**config.mk**
```make
export PLATFORM = sky130hd
export DESIGN_NAME = bank_write_arbiter
export DESIGN_NICKNAME = d
export VERILOG_FILES = /design/src/rtl/bank_write_arbiter_pkg.sv /design/src/rtl/rr_arbiter2.sv /design/src/rtl/bank_write_arbiter.sv
export SDC_FILE = /design/constraint.sdc
export NUM_CORES = 1
export LEC_CHECK = 0
export BUFFER_PORTS_ARGS = -buffer_cell sky130_fd_sc_hd__buf_2
export CORE_MARGIN = 1
export CORE_UTILIZATION = 45
export DETAILED_ROUTE_END_ITERATION = 10
export GPL_ROUTABILITY_DRIVEN = 0
export MAX_ROUTING_LAYER = met4
export PLACE_DENSITY_LB_ADDON = 0.2
export SYNTH_ARGS = -nofsm -noshare
export SYNTH_HDL_FRONTEND = slang
export SYNTH_HIERARCHICAL = 1
export SYNTH_SLANG_ARGS = --single-unit
```
**constraint.sdc**
```tcl
create_clock -name clk -period 2.1 [get_ports clk]
set_input_delay 0.315 -clock clk [delete_from_list [all_inputs] [get_ports clk]]
set_output_delay 0.315 -clock clk [all_outputs]
set_load 0.005 [all_outputs]
```
**src/rtl/bank_write_arbiter_pkg.sv**
```systemverilog
// Shared types and default widths for the bank write arbiter and the bank it feeds.
package bank_write_arbiter_pkg;

  localparam int DEF_DATA_WIDTH    = 8;
  localparam int DEF_ADDRESS_WIDTH = 2;

  typedef enum logic {
    CLEAR = 1'b0,
    RUN   = 1'b1
  } state_t;

endpackage

```
**src/rtl/rr_arbiter2.sv**
```systemverilog
// Two-requester round-robin selector: purely combinational readies from valids
// and the last-granted pointer.
module rr_arbiter2 (
  input  logic       en,
  input  logic [1:0] valid,
  input  logic       last,
  output logic [1:0] ready,
  output logic       winner
);

  always_comb begin
    ready = 2'b00;
    if (en) begin
      // on contention the requester that did not win last time takes the slot
      if (valid == 2'b11) ready = last ? 2'b01 : 2'b10;
      else                ready = valid;
    end
    winner = ready[1];
  end

endmodule

```
**src/rtl/bank_write_arbiter.sv**
```systemverilog
// Clears the bank after reset, then arbitrates two write requesters onto a
// single registered bank write port with one cycle of latency.
module bank_write_arbiter
  import bank_write_arbiter_pkg::*;
#(
  parameter int DATA_WIDTH    = DEF_DATA_WIDTH,
  parameter int ADDRESS_WIDTH = DEF_ADDRESS_WIDTH
) (
  input  logic                     clk,
  input  logic                     reset,
  input  logic                     req0_valid,
  input  logic [ADDRESS_WIDTH-1:0] req0_addr,
  input  logic [DATA_WIDTH-1:0]    req0_data,
  output logic                     req0_ready,
  input  logic                     req1_valid,
  input  logic [ADDRESS_WIDTH-1:0] req1_addr,
  input  logic [DATA_WIDTH-1:0]    req1_data,
  output logic                     req1_ready,
  output logic                     bank_write,
  output logic [ADDRESS_WIDTH-1:0] bank_addr_in,
  output logic [DATA_WIDTH-1:0]    bank_data_in,
  output logic                     init_done,
  output logic                     grant_id
);

  localparam int                   DEPTH   = 1 << ADDRESS_WIDTH;
  localparam logic [ADDRESS_WIDTH:0] CLR_END = DEPTH[ADDRESS_WIDTH:0];
  localparam logic [ADDRESS_WIDTH:0] CNT_ONE = (ADDRESS_WIDTH+1)'(1);

  state_t                               state, state_nxt;
  logic [ADDRESS_WIDTH:0]               clr_cnt;
  logic                                 clr_last;
  logic                                 arb_en;
  logic                                 last_grant;
  logic                                 winner;
  logic                                 hs;
  logic [1:0]                           valid, ready;
  logic [1:0][ADDRESS_WIDTH-1:0]        addr;
  logic [1:0][DATA_WIDTH-1:0]           data;

  assign valid = {req1_valid, req0_valid};
  assign addr  = {req1_addr,  req0_addr};
  assign data  = {req1_data,  req0_data};

  // counter runs one past the last address so that address stays visible for a full CLEAR cycle
  assign clr_last = (clr_cnt == CLR_END);

  rr_arbiter2 u_arb (
    .en     (arb_en),
    .valid  (valid),
    .last   (last_grant),
    .ready  (ready),
    .winner (winner)
  );

  assign req0_ready = ready[0];
  assign req1_ready = ready[1];
  assign hs         = |(valid & ready);
  assign init_done  = (state == RUN);

  always_ff @(posedge clk or negedge reset) begin
    if (!reset) state <= CLEAR;
    else        state <= state_nxt;
  end

  always_comb begin
    state_nxt = state;
    arb_en    = 1'b0;
    case (state)
      CLEAR: if (clr_last) state_nxt = RUN;
      RUN:   arb_en = 1'b1;
      default: state_nxt = CLEAR;
    endcase
  end

  always_ff @(posedge clk or negedge reset) begin
    if (!reset) begin
      clr_cnt      <= '0;
      bank_write   <= 1'b0;
      bank_addr_in <= '0;
      bank_data_in <= '0;
      grant_id     <= 1'b0;
      last_grant   <= 1'b1;
    end else if (state == CLEAR) begin
      bank_write <= !clr_last;
      if (!clr_last) begin
        bank_addr_in <= clr_cnt[ADDRESS_WIDTH-1:0];
        bank_data_in <= '0;
        clr_cnt      <= clr_cnt + CNT_ONE;
      end
    end else begin
      // idle cycles drop the strobe but leave address/data parked
      bank_write <= hs;
      if (hs) begin
        bank_addr_in <= addr[winner];
        bank_data_in <= data[winner];
        grant_id     <= winner;
        last_grant   <= winner;
      end
    end
  end

endmodule
```
* Yosys cells after proc, flatten, opt, wreduce, memory -nomap -nowiden *
Cells that the tools add are included.
W data, S select, Z words.

word-level totals
  bits in writable memories = 0
  memories kept = 0
  logic and storage cells = 38
  input port bits = 24
  bits in latches = 0
  output and inout bits = 15
  flip-flop bits (word level) = 17
  memory bits (read-only) = 0

operators by class
  add/sub/neg operators = 1
  $mul = 0
  bitwise logic cells = 3
  eq/ne operators = 4
  reductions and logical operators = 5
  divide/modulo/power cells = 0
  shift-type cells = 0
  muxes and demuxes = 17
  magnitude comparators = 1

operator list
  cell                   number
  $mux W8                5
  $mux W2                8
  $reduce_and A2 Y1      3
  $mux W1                4
  $add A3 B1 Y3 const B  1
  $eq A3 B3 Y1 const B   1
  $and A2 B2 Y2          1
  $eq A2 B2 Y1 const B   1
  $lt A1 B2 Y1 const B   1
  $ne A2 B1 Y1 const B   1
  $ne A2 B2 Y1 const B   1
  $not A1 Y1             2
  $reduce_or A2 Y1       1
  $logic_not A1 Y1       1

* Depth between registers and ports, before layout *
Gate-level depths: netlist (run 1).

  word-level depth = 7
  gate-level depth with buffers = 8
  gate-level depth less buffers = 5

* Modules after synthesis *
Netlist (run 1), hierarchy kept.

modules (own cells, without submodules)
  module              area an instance (um2)  sequential area each (um2)  instances  cells each
  bank_write_arbiter  855.8                   426.7                       1          70
  rr_arbiter2         28.8                    0.0                         1          6

* Least setup slack after synthesis (run 1) *
Ideal clock, no wire load.

  path type = register to register
  start point = register state, in the netlist init_done
  end point = register bank_addr_in[0]
  path slack = 0.298 ns
  required time = 1.975 ns
  cell stages (with the launch flop) = 9
  data arrival time = 1.677 ns
  period minus slack after synthesis = 1.802 ns
  setup time = 0.125 ns
  buffers on the path = 3
  path through = dfrtp_1 -> nand2_1 -> a21oi_1 -> buf_4 -> a22o_1 -> buf_6 -> a21oi_2 -> buf_6 -> mux2_4

on the way
  longest elaborated chain between the ends = 6
  elaborated cells on any way between the ends = 11
  those cells by class = 2 x eq/ne; 6 x mux; 1 x bitwise; 2 x reduce/logical

ends and longest elaborated chain
  what                                                           line                                                text
  start, declared                                                bank_write_arbiter.sv:30                            state_t state, state_nxt;
  start signal, assigned                                         bank_write_arbiter.sv:63                            else state <= state_nxt;
  $mux W1 *                                                      bank_write_arbiter.sv:69                            case (state)
  $mux W2 *                                                      rr_arbiter2.sv:13                                   if (en) begin
  via winner                                                     bank_write_arbiter.sv:35                            logic winner;
  $and A2 B2 Y2 or $mux W2 (tied branches)                       bank_write_arbiter.sv:58, bank_write_arbiter.sv:95
  $reduce_or A2 Y1 or $mux W2 (tied branches)                    bank_write_arbiter.sv:58, bank_write_arbiter.sv:95
  $ne A2 B1 Y1 (no source line) or $mux W2 (tied branches)       n/a
  $reduce_and A2 Y1 (no source line) or $mux W2 (tied branches)  n/a
  end signal, assigned                                           bank_write_arbiter.sv:87                            bank_addr_in <= clr_cnt[ADDRESS_WIDTH-1:0];
  end signal, assigned                                           bank_write_arbiter.sv:95                            bank_addr_in <= addr[winner];
  end, declared                                                  bank_write_arbiter.sv:20                            output logic [ADDRESS_WIDTH-1:0] bank_addr_in,

The timed path passes the listed nets; every way through them passes the cells marked *. The select of a mux whose other input is x is not followed.
A chain may end at the register's enable or synchronous reset.

* Worst setup path after layout (run 1) *
  start point = register last_grant
  end point = register bank_addr_in[1]

on the way
  longest elaborated chain between the ends = 7
  elaborated cells on any way between the ends = 11
  those cells by class = 1 x eq/ne; 7 x mux; 1 x bitwise; 2 x reduce/logical

ends and longest elaborated chain
  what                                                           line                                                text
  start, declared                                                bank_write_arbiter.sv:34                            logic last_grant;
  start signal, assigned                                         bank_write_arbiter.sv:98                            last_grant <= winner;
  $mux W2 * (2 in series)                                        rr_arbiter2.sv:15                                   if (valid == 2'b11) ready = last ? 2'b01 : 2'b10;
  $mux W2 *                                                      rr_arbiter2.sv:13
  $and A2 B2 Y2 or $mux W2 (tied branches)                       bank_write_arbiter.sv:58, bank_write_arbiter.sv:95
  $reduce_or A2 Y1 or $mux W2 (tied branches)                    bank_write_arbiter.sv:58, bank_write_arbiter.sv:95
  $ne A2 B1 Y1 (no source line) or $mux W2 (tied branches)       n/a
  $reduce_and A2 Y1 (no source line) or $mux W2 (tied branches)  n/a

Mark *: on every way between the ends. The rest lies on a longest branch, timed or not. The select of a mux whose other input is x is not followed.

==> Flow_metrics.wiki, run 1 <==
{| class="wikitable"
! Metric !! Value
|-
| Result of the run || complete, no violations
|-
| Area share of fa/ha/maj cells after synthesis || 2.83%
|-
| Transition time of the tightest slew-check pin || 0.386 ns
|-
| Clock tree from TritonCTS || built
|-
| Worst Path Required || 2.28 ns
|-
| Number of DRC violations after detailed routing || 0
|-
| Antenna violations before repair || 0
|-
| Global-route usage over all layers || 20.6%
|-
| # port buffers || 38
|-
| Nature of the critical path startpoint || flip-flop
|-
| Critical path fanouts, max || 6
|-
| Chip width || 46.3 um
|-
| Initial DRT Pass Iterations || 2
|-
| Top-area cell type share of the netlist area || 45.3%
|-
| Startpoint-to-endpoint class of the critical path || reg2reg
|-
| Worst reg2reg startpoint || last_grant
|-
| Routed vias || 711
|-
| H-Tree Depth || 1
|-
| Clock sink total || 17
|-
| Number of warnings printed during yosys synthesis || 6
|-
| Worst Path Arrival || 1.85 ns
|-
| GRT Residual Overflow || 0
|-
| HPWL after DPL || 1430 um
|-
| Number of placed cells counting well taps || 138
|-
| Cell area after technology mapping || 885 um2
|-
| Clock network fraction of design power || 19.9%
|-
| Non-Filler Instances || 143
|-
| Sw Ratio || 27.0%
|-
| Final slew viol count || 0
|-
| Final worst-path cycle share || 79.3%
|-
| Multiplexer share of the synthesized area || 18.0%
|-
| Fraction of the mapped netlist area in simple logic gates || 7.50%
|-
| Global-route wire length before repair || 2930 um
|-
| Sequential element share of the synthesized area || 48.2%
|-
| Synth Instances || 76
|-
| DRT antenna net count || 0
|-
| Clk buf depth || 2
|-
| Hold crit path type || in2reg
|-
| R2R Setup Slk || 0.43 ns
|-
| Share of the synthesized area in compound gates (AO/OA/AOI/OAI) || 14.9%
|-
| Finished layout cell area || 1130 um2
|-
| Overall power || 866 uW
|-
| Core utilization of the finished layout || 63.5%
|-
| Number of synthesized register bits || 17
|-
| Starting DRT DRC Count || 5
|-
| Placeable core region || 1780 um2
|-
| Synthesized netlist net count || 102
|-
| Die area || 2150 um2
|-
| Setup repair bufs after CTS || 0
|-
| Setup slack after layout || 0.434 ns
|-
| Leakage Power || 0.580 nW
|-
| Y dimension of the die || 46.3 um
|-
| DR WL/cell || 13.1 um
|-
| Antenna diodes || 0
|-
| Vias in the first global route || 705
|-
| Mapped Avg Cell Area || 11.6 um2
|-
| Post-synthesis cell type with the largest combined area || sky130_fd_sc_hd__dfrtp_1
|-
| Final period demand of the worst path || 1.67 ns
|-
| Reported max-cap violation count || 0
|-
| Worst Clk Skew || 0.00143 ns
|-
| Cell area after placement || 1100 um2
|-
| Switching Power || 234 uW
|-
| R2R cell count || 4
|-
| Net count reported at finish || 145
|-
| Final setup violation count || 0
|-
| Synth top area cells || sky130_fd_sc_hd__dfrtp_1 45%, sky130_fd_sc_hd__mux2_2 14%, sky130_fd_sc_hd__a21bo_2 9.1%
|-
| Capture instance of the worst register-to-register path || bank_addr_in[1]
|-
| Peak VDD IR || 461 uV
|-
| I/O Pins || 39
|-
| Master cell of the clock root buffer || sky130_fd_sc_hd__clkbuf_4
|-
| Setup crit end kind || flip-flop
|-
| Number of distinct standard cells referenced by the synthesized netlist || 19
|-
| Maximum number of pins on one net before global-route repair || 18
|-
| Startpoint of the lowest-slack hold path || req0_addr[1]
|-
| Setup Total Neg Slack || 0 ns
|-
| Achievable frequency || 600 MHz
|-
| Number of fillers in the final layout || 166
|-
| Worst hold path stage count || 4
|-
| Number of buffers inserted during clock tree synthesis || 3
|-
| Placement Rows || 15
|-
| Slew HR || 74.3%
|-
| Worst slack, placed || 0.420 ns
|-
| Cell-internal power || 632 uW
|-
| Hold violation total from the final report || 0
|-
| Final hold slack || 0.460 ns
|-
| Area Growth Syn to Fin || 28.0%
|-
| Share of the synthesized netlist area taken by xor and xnor gates || 1.98%
|-
| Mean number of vias per cell || 4.97
|-
| Starting density of the core || 49.6%
|-
| Share of power burned in combinational logic || 30.7%
|-
| Share of layout cells above drive strength 1 || 57.6%
|-
| Sequential group share of total power || 49.5%
|-
| Endpoint of the worst hold-timing path || bank_addr_in[1]
|-
| RSZ-0062 raised after global routing || no
|-
| Pwr/cell area || 765 nW/um2
|-
| Total routed wirelength || 1880 um
|-
| Largest family of logic cells by synthesized area || multiplexers
|-
| Clock slew at reported path FFs || 0.09 ns
|-
| Insertion delay to the later sink of the worst-skew pair || 0.29 ns
|}
flip-flops by register name, indices dropped and copies added (netlist names):
register      cells
bank_data_in      8
clr_cnt           3
bank_addr_in      2
bank_write        1
grant_id          1
init_done         1
last_grant        1
cell families after synthesis:
group                    count (synthesis)
buffers and inverters                   10
AND/OR/NAND/NOR                         15
AO/OA/AOI/OAI                           16
adder cells (fa/ha/maj)                  2
XOR/XNOR                                 2
multiplexers                            14
flip-flops                              17
worst max path at each step:
stage | slack (ns) | endpoint | from
final | 0.43 | bank_addr_in[1] | last_grant
after global routing | 0.36 | bank_addr_in[1] | last_grant
after CTS | 0.43 | bank_addr_in[1] | last_grant
after detailed placement | 0.42 | bank_data_in[3] | req1_valid
after global placement | 0.49 | bank_data_in[3] | req1_valid
after floorplan | 0.30 | bank_addr_in[0] | init_done
repair_timing:
action / in CTS / in global routing
hold buffers: 1 / 0
endpoints found under the hold margin: 16 / 0
gates resized for setup: 0 / 0
cell usage in the layout, fill, tap and decap left out, drive strengths merged:
master and instances:
dfrtp 16, mux2 12, nor2 2, a21bo 8, dfstp 1, clkbuf 4, o21ai 1, mux2i 2
buf 42, inv 5, a22o 1, nand2 5, xnor2 2, ha 2, a21oi 6, nand3 8
dlygate4sd3 1
power by group through the flow:
stage | Clock (mW) | Combinational (mW) | Sequential [mW]
2_1_floorplan | 0 | 0.154 | 0.441
4_1_cts | 0.183 | 0.271 | 0.429
3_5_place_dp | 0 | 0.269 | 0.436
3_3_place_gp | 0 | 0.261 | 0.433
6_report | 0.172 | 0.266 | 0.428
5_1_grt | 0.193 | 0.297 | 0.435
synth_stat cells:
master and number:
sky130_fd_sc_hd__mux2_2 11, sky130_fd_sc_hd__ha_1 2, sky130_fd_sc_hd__buf_2 2, sky130_fd_sc_hd__dfstp_2 1, sky130_fd_sc_hd__nand3_1 8, sky130_fd_sc_hd__buf_6 2, sky130_fd_sc_hd__mux2_4 1, sky130_fd_sc_hd__o21ai_0 1
sky130_fd_sc_hd__inv_1 5, sky130_fd_sc_hd__nand2_1 5, sky130_fd_sc_hd__a21oi_1 4, sky130_fd_sc_hd__a21oi_2 2, sky130_fd_sc_hd__dfrtp_1 16, sky130_fd_sc_hd__xnor2_1 2, sky130_fd_sc_hd__nor2_1 2, sky130_fd_sc_hd__a21bo_2 8
sky130_fd_sc_hd__mux2i_1 2, sky130_fd_sc_hd__buf_4 1, sky130_fd_sc_hd__a22o_1 1
cell type report:
cell class / instances / area (um2) / share of cell area (%)
Timing Repair Buffer: 43 / 230 / 20.3
Tap cell: 25 / 31.3 / 2.76
Multi-Input combinational cell: 49 / 399 / 35.2
Sequential cell: 17 / 427 / 37.7
Clock buffer: 4 / 26.3 / 2.32
Inverter: 5 / 18.8 / 1.66
worst max-delay path, cell delays in order (launching register included):
cell and delay (ns):
sky130_fd_sc_hd__dfstp_2 0.55, sky130_fd_sc_hd__a21oi_1 0.09, sky130_fd_sc_hd__a22o_1 0.23, sky130_fd_sc_hd__a21oi_2 0.32
sky130_fd_sc_hd__mux2_2 0.38
per-layer routing:
layer / GRT usage [%] / wire length [um]
met5: - / 0
met4: 8.24 / 12
met3: 5.88 / 85
met1: 19.9 / 705
met2: 37.8 / 1080
(Power assumes the default switching activity.)
==> run 2: changes to the inputs <==
Settings changed: CORE_UTILIZATION 45 to 41.
Clock period 2.1 ns to 1.4 ns, I/O delays scaled along.
==> Flow_metrics.wiki, run 2 (synthesis results as in run 1) <==
{| class="wikitable"
! Metric !! Value
|-
| # port buffers || 38
|-
| Total routed wirelength || 2030 um
|-
| RSZ-0062 raised after global routing || yes
|-
| Core utilization of the finished layout || 66.3%
|-
| Final hold slack || 0.350 ns
|-
| Worst Clk Skew || 0.00138 ns
|-
| Global-route usage over all layers || 17.4%
|-
| Placeable core region || 2000 um2
|-
| Setup slack after layout || -0.133 ns
|-
| DRT antenna net count || 0
|-
| Final slew viol count || 0
|-
| HPWL after DPL || 1290 um
|-
| Commonest non-fill, non-tap cell in the layout || sky130_fd_sc_hd__buf_2
|-
| Number of buffers inserted during clock tree synthesis || 3
|-
| Final period demand of the worst path || 1.53 ns
|-
| Reported max-cap violation count || 0
|-
| Share of layout cells above drive strength 1 || 72.0%
|-
| I/O Pins || 39
|-
| Y dimension of the die || 48.5 um
|-
| Antenna diodes || 0
|-
| GRT Residual Overflow || 0
|-
| Global-route wire length before repair || 3080 um
|-
| Hold violation total from the final report || 0
|-
| Clock tree from TritonCTS || built
|-
| Hold crit path type || in2reg
|-
| Insertion delay to the later sink of the worst-skew pair || 0.29 ns
|-
| Final setup violation count || 14
|-
| Nature of the critical path startpoint || flip-flop
|-
| Cell with the largest stage delay on the worst path || sky130_fd_sc_hd__dfrtp_2
|-
| Final worst-path cycle share || 110%
|-
| Result of the run || finished with violations
|-
| Worst Path Required || 1.59 ns
|-
| H-Tree Depth || 1
|-
| Max reg flops || 8
|-
| Routed vias || 762
|-
| Initial DRT Pass Iterations || 4
|-
| Slew HR || 74.7%
|-
| Placement Rows || 16
|-
| Die area || 2350 um2
|-
| Mean number of vias per cell || 5.01
|-
| Starting density of the core || 44.2%
|-
| Starting DRT DRC Count || 7
|-
| Vias in the first global route || 737
|-
| Most frequent cells in the layout || 37 x sky130_fd_sc_hd__buf_2, 15 x sky130_fd_sc_hd__dfrtp_1, 10 x sky130_fd_sc_hd__mux2_4, 8 x sky130_fd_sc_hd__nand3_2, 8 x sky130_fd_sc_hd__a21bo_2
|-
| Clock sink total || 17
|-
| Pwr/cell area || 1070 nW/um2
|-
| Maximum number of pins on one net before global-route repair || 18
|-
| Area Growth Syn to Fin || 49.9%
|-
| Number of DRC violations after detailed routing || 0
|-
| Setup crit end kind || flip-flop
|-
| Startpoint-to-endpoint class of the critical path || reg2reg
|-
| Worst Path Arrival || 1.73 ns
|-
| Max incr delay on CP || 0.40 ns
|-
| Clock slew at reported path FFs || 0.10 ns
|-
| Failing checks || negative setup slack
|-
| Chip width || 48.5 um
|-
| Net count reported at finish || 152
|-
| Antenna violations before repair || 0
|-
| Master cell of the clock root buffer || sky130_fd_sc_hd__clkbuf_4
|-
| Critical path fanouts, max || 5
|-
| Ordered cell list for the critical path || nand2_2 > a21oi_4 > buf_6 > mux2_4 > nand3_2 > a21bo_2
|-
| Peak VDD IR || 764 uV
|-
| DR WL/cell || 13.3 um
|-
| Achievable frequency || 652 MHz
|-
| Transition time of the tightest slew-check pin || 0.379 ns
|-
| Leakage Power || 0.680 nW
|-
| Clk buf depth || 2
|-
| Register with the highest flop count || bank_data_in
|-
| Number of fillers in the final layout || 173
|-
| Overall power || 1.42 mW
|-
| Registers with the most flip-flops || bank_data_in: 8 flops, clr_cnt: 3 flops, bank_addr_in: 2 flops
|}
-- run 2: cell type report --
class / instances / area, um2 / share of cell area, %
multi-input combinational: 49 / 514 / 38.8
sequential: 17 / 428 / 32.3
timing repair buffer: 50 / 304 / 22.9
tap: 27 / 33.8 / 2.55
clock buffer: 3 / 22.5 / 1.70
inverter: 5 / 18.8 / 1.42
clock inverter: 1 / 5.00 / 0.377
-- run 2: critical path, delay by kind of cell, from the launching register on --
kind            cells  cell delay (ns)
flops               1             0.40
compound gates      2             0.40
mux                 1             0.31
buf+inv             1             0.17
simple gates        2             0.14
-- run 2: routing by layer --
| metal | global-route usage, % | routed length, um |
|---|---|---|
| met1 | 19.1 | 864 |
| met2 | 31.0 | 1040 |
| met3 | 4.09 | 95 |
| met4 | 5.88 | 27 |
| met5 | - | 0 |
-- run 2: worst paths after layout --
check | slack, ns | endpoint | start | depth (start not counted)
max | -0.13 | bank_data_in[1] | init_done | 6
min | 0.35 | bank_addr_in[0] | req0_addr[0] | 4
max reg2reg | -0.13 | bank_data_in[1] | init_done | 6
min reg2reg | 0.49 | bank_data_in[3] | bank_data_in[3] | 1
max in group asynchronous | 0.73 | last_grant | reset | 2
min in group asynchronous | 0.36 | bank_addr_in[0] | reset | 2
-- run 2: repair_timing --
action | CTS | global route
buffers inserted | 0 | 0
endpoints found under the setup margin | 14 | 16
hold buffers | 1 | 0
endpoints found under the hold margin | 16 | 0
resized for setup | 12 | 18
gates cloned | 0 | 1
pin swaps | 3 | 3
-- run 2: stage by stage --
step	std cells	setup WS, ns	cell area (um2)	TNS [ns]
after global routing	152	-0.185	1330	-2.05
after detailed placement	146	-0.163	1160	-1.59
after CTS	151	-0.136	1250	-1.12
after floorplan	76	-0.313	897	-2.76
final	152	-0.133	1330	-1.30
after global placement	146	-0.122	1160	-1.17
-- run 2: power breakdown --
| group | internal, mW | switching [mW] | leakage (nW) |
|---|---|---|---|
| Combinational | 0.309 | 0.193 | 0.460 |
| Sequential | 0.595 | 0.0587 | 0.202 |
| Clock | 0.106 | 0.158 | 0.0177 |
==> run 3: changes to the inputs <==
--- a/config.mk
+++ b/config.mk
@@ -11,5 +11,4 @@
 export DETAILED_ROUTE_END_ITERATION = 10
 export GPL_ROUTABILITY_DRIVEN = 0
-export MAX_ROUTING_LAYER = met4
 export PLACE_DENSITY_LB_ADDON = 0.2
 export SYNTH_ARGS = -nofsm -noshare
==> constraint.sdc (replaced) <==
create_clock -name clk -period 1.4 [get_ports clk]
set_input_delay 0.14 -clock clk [delete_from_list [all_inputs] [get_ports clk]]
set_output_delay 0.14 -clock clk [all_outputs]
set_load 0.005 [all_outputs]
==> Flow_metrics.wiki, run 3 (synthesis results as in run 1) <==
{| class="wikitable"
! Metric !! Value
|-
| Mean number of vias per cell || 4.76
|-
| Maximum number of pins on one net before global-route repair || 18
|-
| Achievable frequency || 651 MHz
|-
| Final period demand of the worst path || 1.54 ns
|-
| Hold violation total from the final report || 0
|-
| Master cell of the clock root buffer || sky130_fd_sc_hd__clkbuf_4
|-
| Nature of the critical path startpoint || flip-flop
|-
| GR met1 Demand/Resource || 17.7%
|-
| Overall power || 1.38 mW
|-
| Hold crit path type || in2async
|-
| Registers with the most flip-flops || bank_data_in: 8 flops, clr_cnt: 3 flops, bank_addr_in: 2 flops
|-
| Setup crit end kind || flip-flop
|-
| Vias in the first global route || 699
|-
| Total routed wirelength || 1860 um
|-
| Critical path fanouts, max || 4
|-
| Share of layout cells above drive strength 1 || 66.1%
|-
| Number of DRC violations after detailed routing || 0
|-
| Failing checks || negative setup slack
|-
| Most frequent cells in the layout || 38 x sky130_fd_sc_hd__buf_2, 15 x sky130_fd_sc_hd__dfrtp_1, 8 x sky130_fd_sc_hd__nand3_1, 8 x sky130_fd_sc_hd__a21bo_2, 7 x sky130_fd_sc_hd__buf_4
|-
| Antenna diodes || 0
|-
| WP buf/inv || 0
|-
| Clock slew at reported path FFs || 0.10 ns
|-
| Setup slack after layout || -0.137 ns
|-
| Pwr/cell area || 1100 nW/um2
|-
| Area Growth Syn to Fin || 41.7%
|-
| Setup repair bufs after CTS || 0
|-
| Routed vias || 719
|-
| Leakage Power || 0.645 nW
|-
| Max reg flops || 8
|-
| Number of buffers inserted during clock tree synthesis || 3
|-
| Final setup violation count || 11
|-
| I/O Pins || 39
|-
| Commonest non-fill, non-tap cell in the layout || sky130_fd_sc_hd__buf_2
|-
| GR Layer Usage met2 || 29.1%
|-
| H-Tree Depth || 1
|-
| Reported max-cap violation count || 0
|-
| Cell with the largest stage delay on the worst path || sky130_fd_sc_hd__dfstp_2
|-
| RSZ-0062 raised after global routing || yes
|-
| Chip width || 48.5 um
|-
| GR Util met3 || 4.40%
|-
| Global-route wire length before repair || 2930 um
|-
| Peak VDD IR || 647 uV
|-
| Clock sink total || 17
|-
| Worst Path Arrival || 1.72 ns
|-
| # port buffers || 38
|-
| Worst Clk Skew || 0.000869 ns
|-
| Y dimension of the die || 48.5 um
|-
| Placeable core region || 2000 um2
|-
| Net count reported at finish || 151
|-
| DR WL/cell || 12.3 um
|-
| Result of the run || finished with violations
|-
| Worst Path Required || 1.59 ns
|-
| Final worst-path cycle share || 110%
|-
| Insertion delay to the later sink of the worst-skew pair || 0.29 ns
|-
| Grt peak-use layer || met2
|-
| GRT Residual Overflow || 0
|-
| Core utilization of the finished layout || 62.6%
|-
| Cell repeated most along the worst path || sky130_fd_sc_hd__a21oi_4
|-
| Global-route usage over all layers || 16.3%
|-
| Clk buf depth || 2
|-
| DRT antenna net count || 0
|-
| Final slew viol count || 0
|-
| Transition time of the tightest slew-check pin || 0.366 ns
|-
| Starting density of the core || 44.2%
|-
| Clock tree from TritonCTS || built
|-
| Cell family with most CP delay || flip-flops
|-
| Antenna violations before repair || 0
|-
| Starting DRT DRC Count || 7
|-
| Register with the highest flop count || bank_data_in
|-
| Slew HR || 75.6%
|-
| HPWL after DPL || 1280 um
|-
| Ordered cell list for the critical path || a21oi_4 > a22o_4 > a21oi_4 > mux2_4
|-
| Max incr delay on CP || 0.59 ns
|-
| Placement Rows || 16
|-
| Initial DRT Pass Iterations || 4
|-
| Die area || 2350 um2
|-
| R2R Setup Slk || -0.14 ns
|-
| Startpoint-to-endpoint class of the critical path || reg2reg
|}
-- run 3: changes by cell type in the layout (fill, tap and decap cells not counted), sizes merged --
| cell | change |
|---|---|
| buf | -1 |
-- run 3: report_power, final --
part	switching, mW	internal, mW	leakage [nW]
registers	0.0550	0.595	0.202
logic	0.178	0.289	0.426
clock network	0.156	0.106	0.0177
total	0.390	0.991	0.645
-- run 3: final cells by class --
cell class,count,area [um2]
fill,192,748
multi-input combinational,49,459
sequential,17,428
timing repair buffer,49,287
tap,27,33.8
clock buffer,3,22.5
inverter,5,18.8
clock inverter,1,5.00
-- run 3: timing repair --
item                       4_1_cts  5_1_grt
pin swaps                        4        3
gates resized for setup          4       12
cloned                           0        1
hold buffers                     1        0
hold endpoints to repair        16        0
setup endpoints to repair       12       14
-- run 3: worst paths after layout --
check	start	to	cells after the start
max reg2reg	last_grant	bank_addr_in[1]	4
min in group clk	req0_addr[1]	bank_addr_in[1]	4
min reg2reg	bank_data_in[2]	bank_data_in[2]	1
min	reset	bank_data_in[4]	2
max	last_grant	bank_addr_in[1]	4
max in group asynchronous	reset	last_grant	2
-- run 3: routing by layer --
metal | share of wire (%) | up-vias | routed length, um
met5 | 0 | - | 0
met4 | 0.70 | 0 | 13
met3 | 4.8 | 2 | 90
met2 | 52 | 20 | 971
met1 | 42 | 342 | 786
li1 | - | 355 | -
-- run 3: stage by stage --
step | hold slack (ns) | setup TNS [ns] | worst slack [ns] | area, um2 | cells
6_report | 0.291 | -1.11 | -0.137 | 1250 | 151
3_5_place_dp | 0.0843 | -1.48 | -0.161 | 1150 | 145
2_1_floorplan | -0.156 | -2.76 | -0.313 | 897 | 76
5_1_grt | 0.295 | -1.89 | -0.190 | 1250 | 151
3_3_place_gp | 0.0811 | -1.14 | -0.119 | 1150 | 145
4_1_cts | 0.272 | -1.30 | -0.136 | 1200 | 150
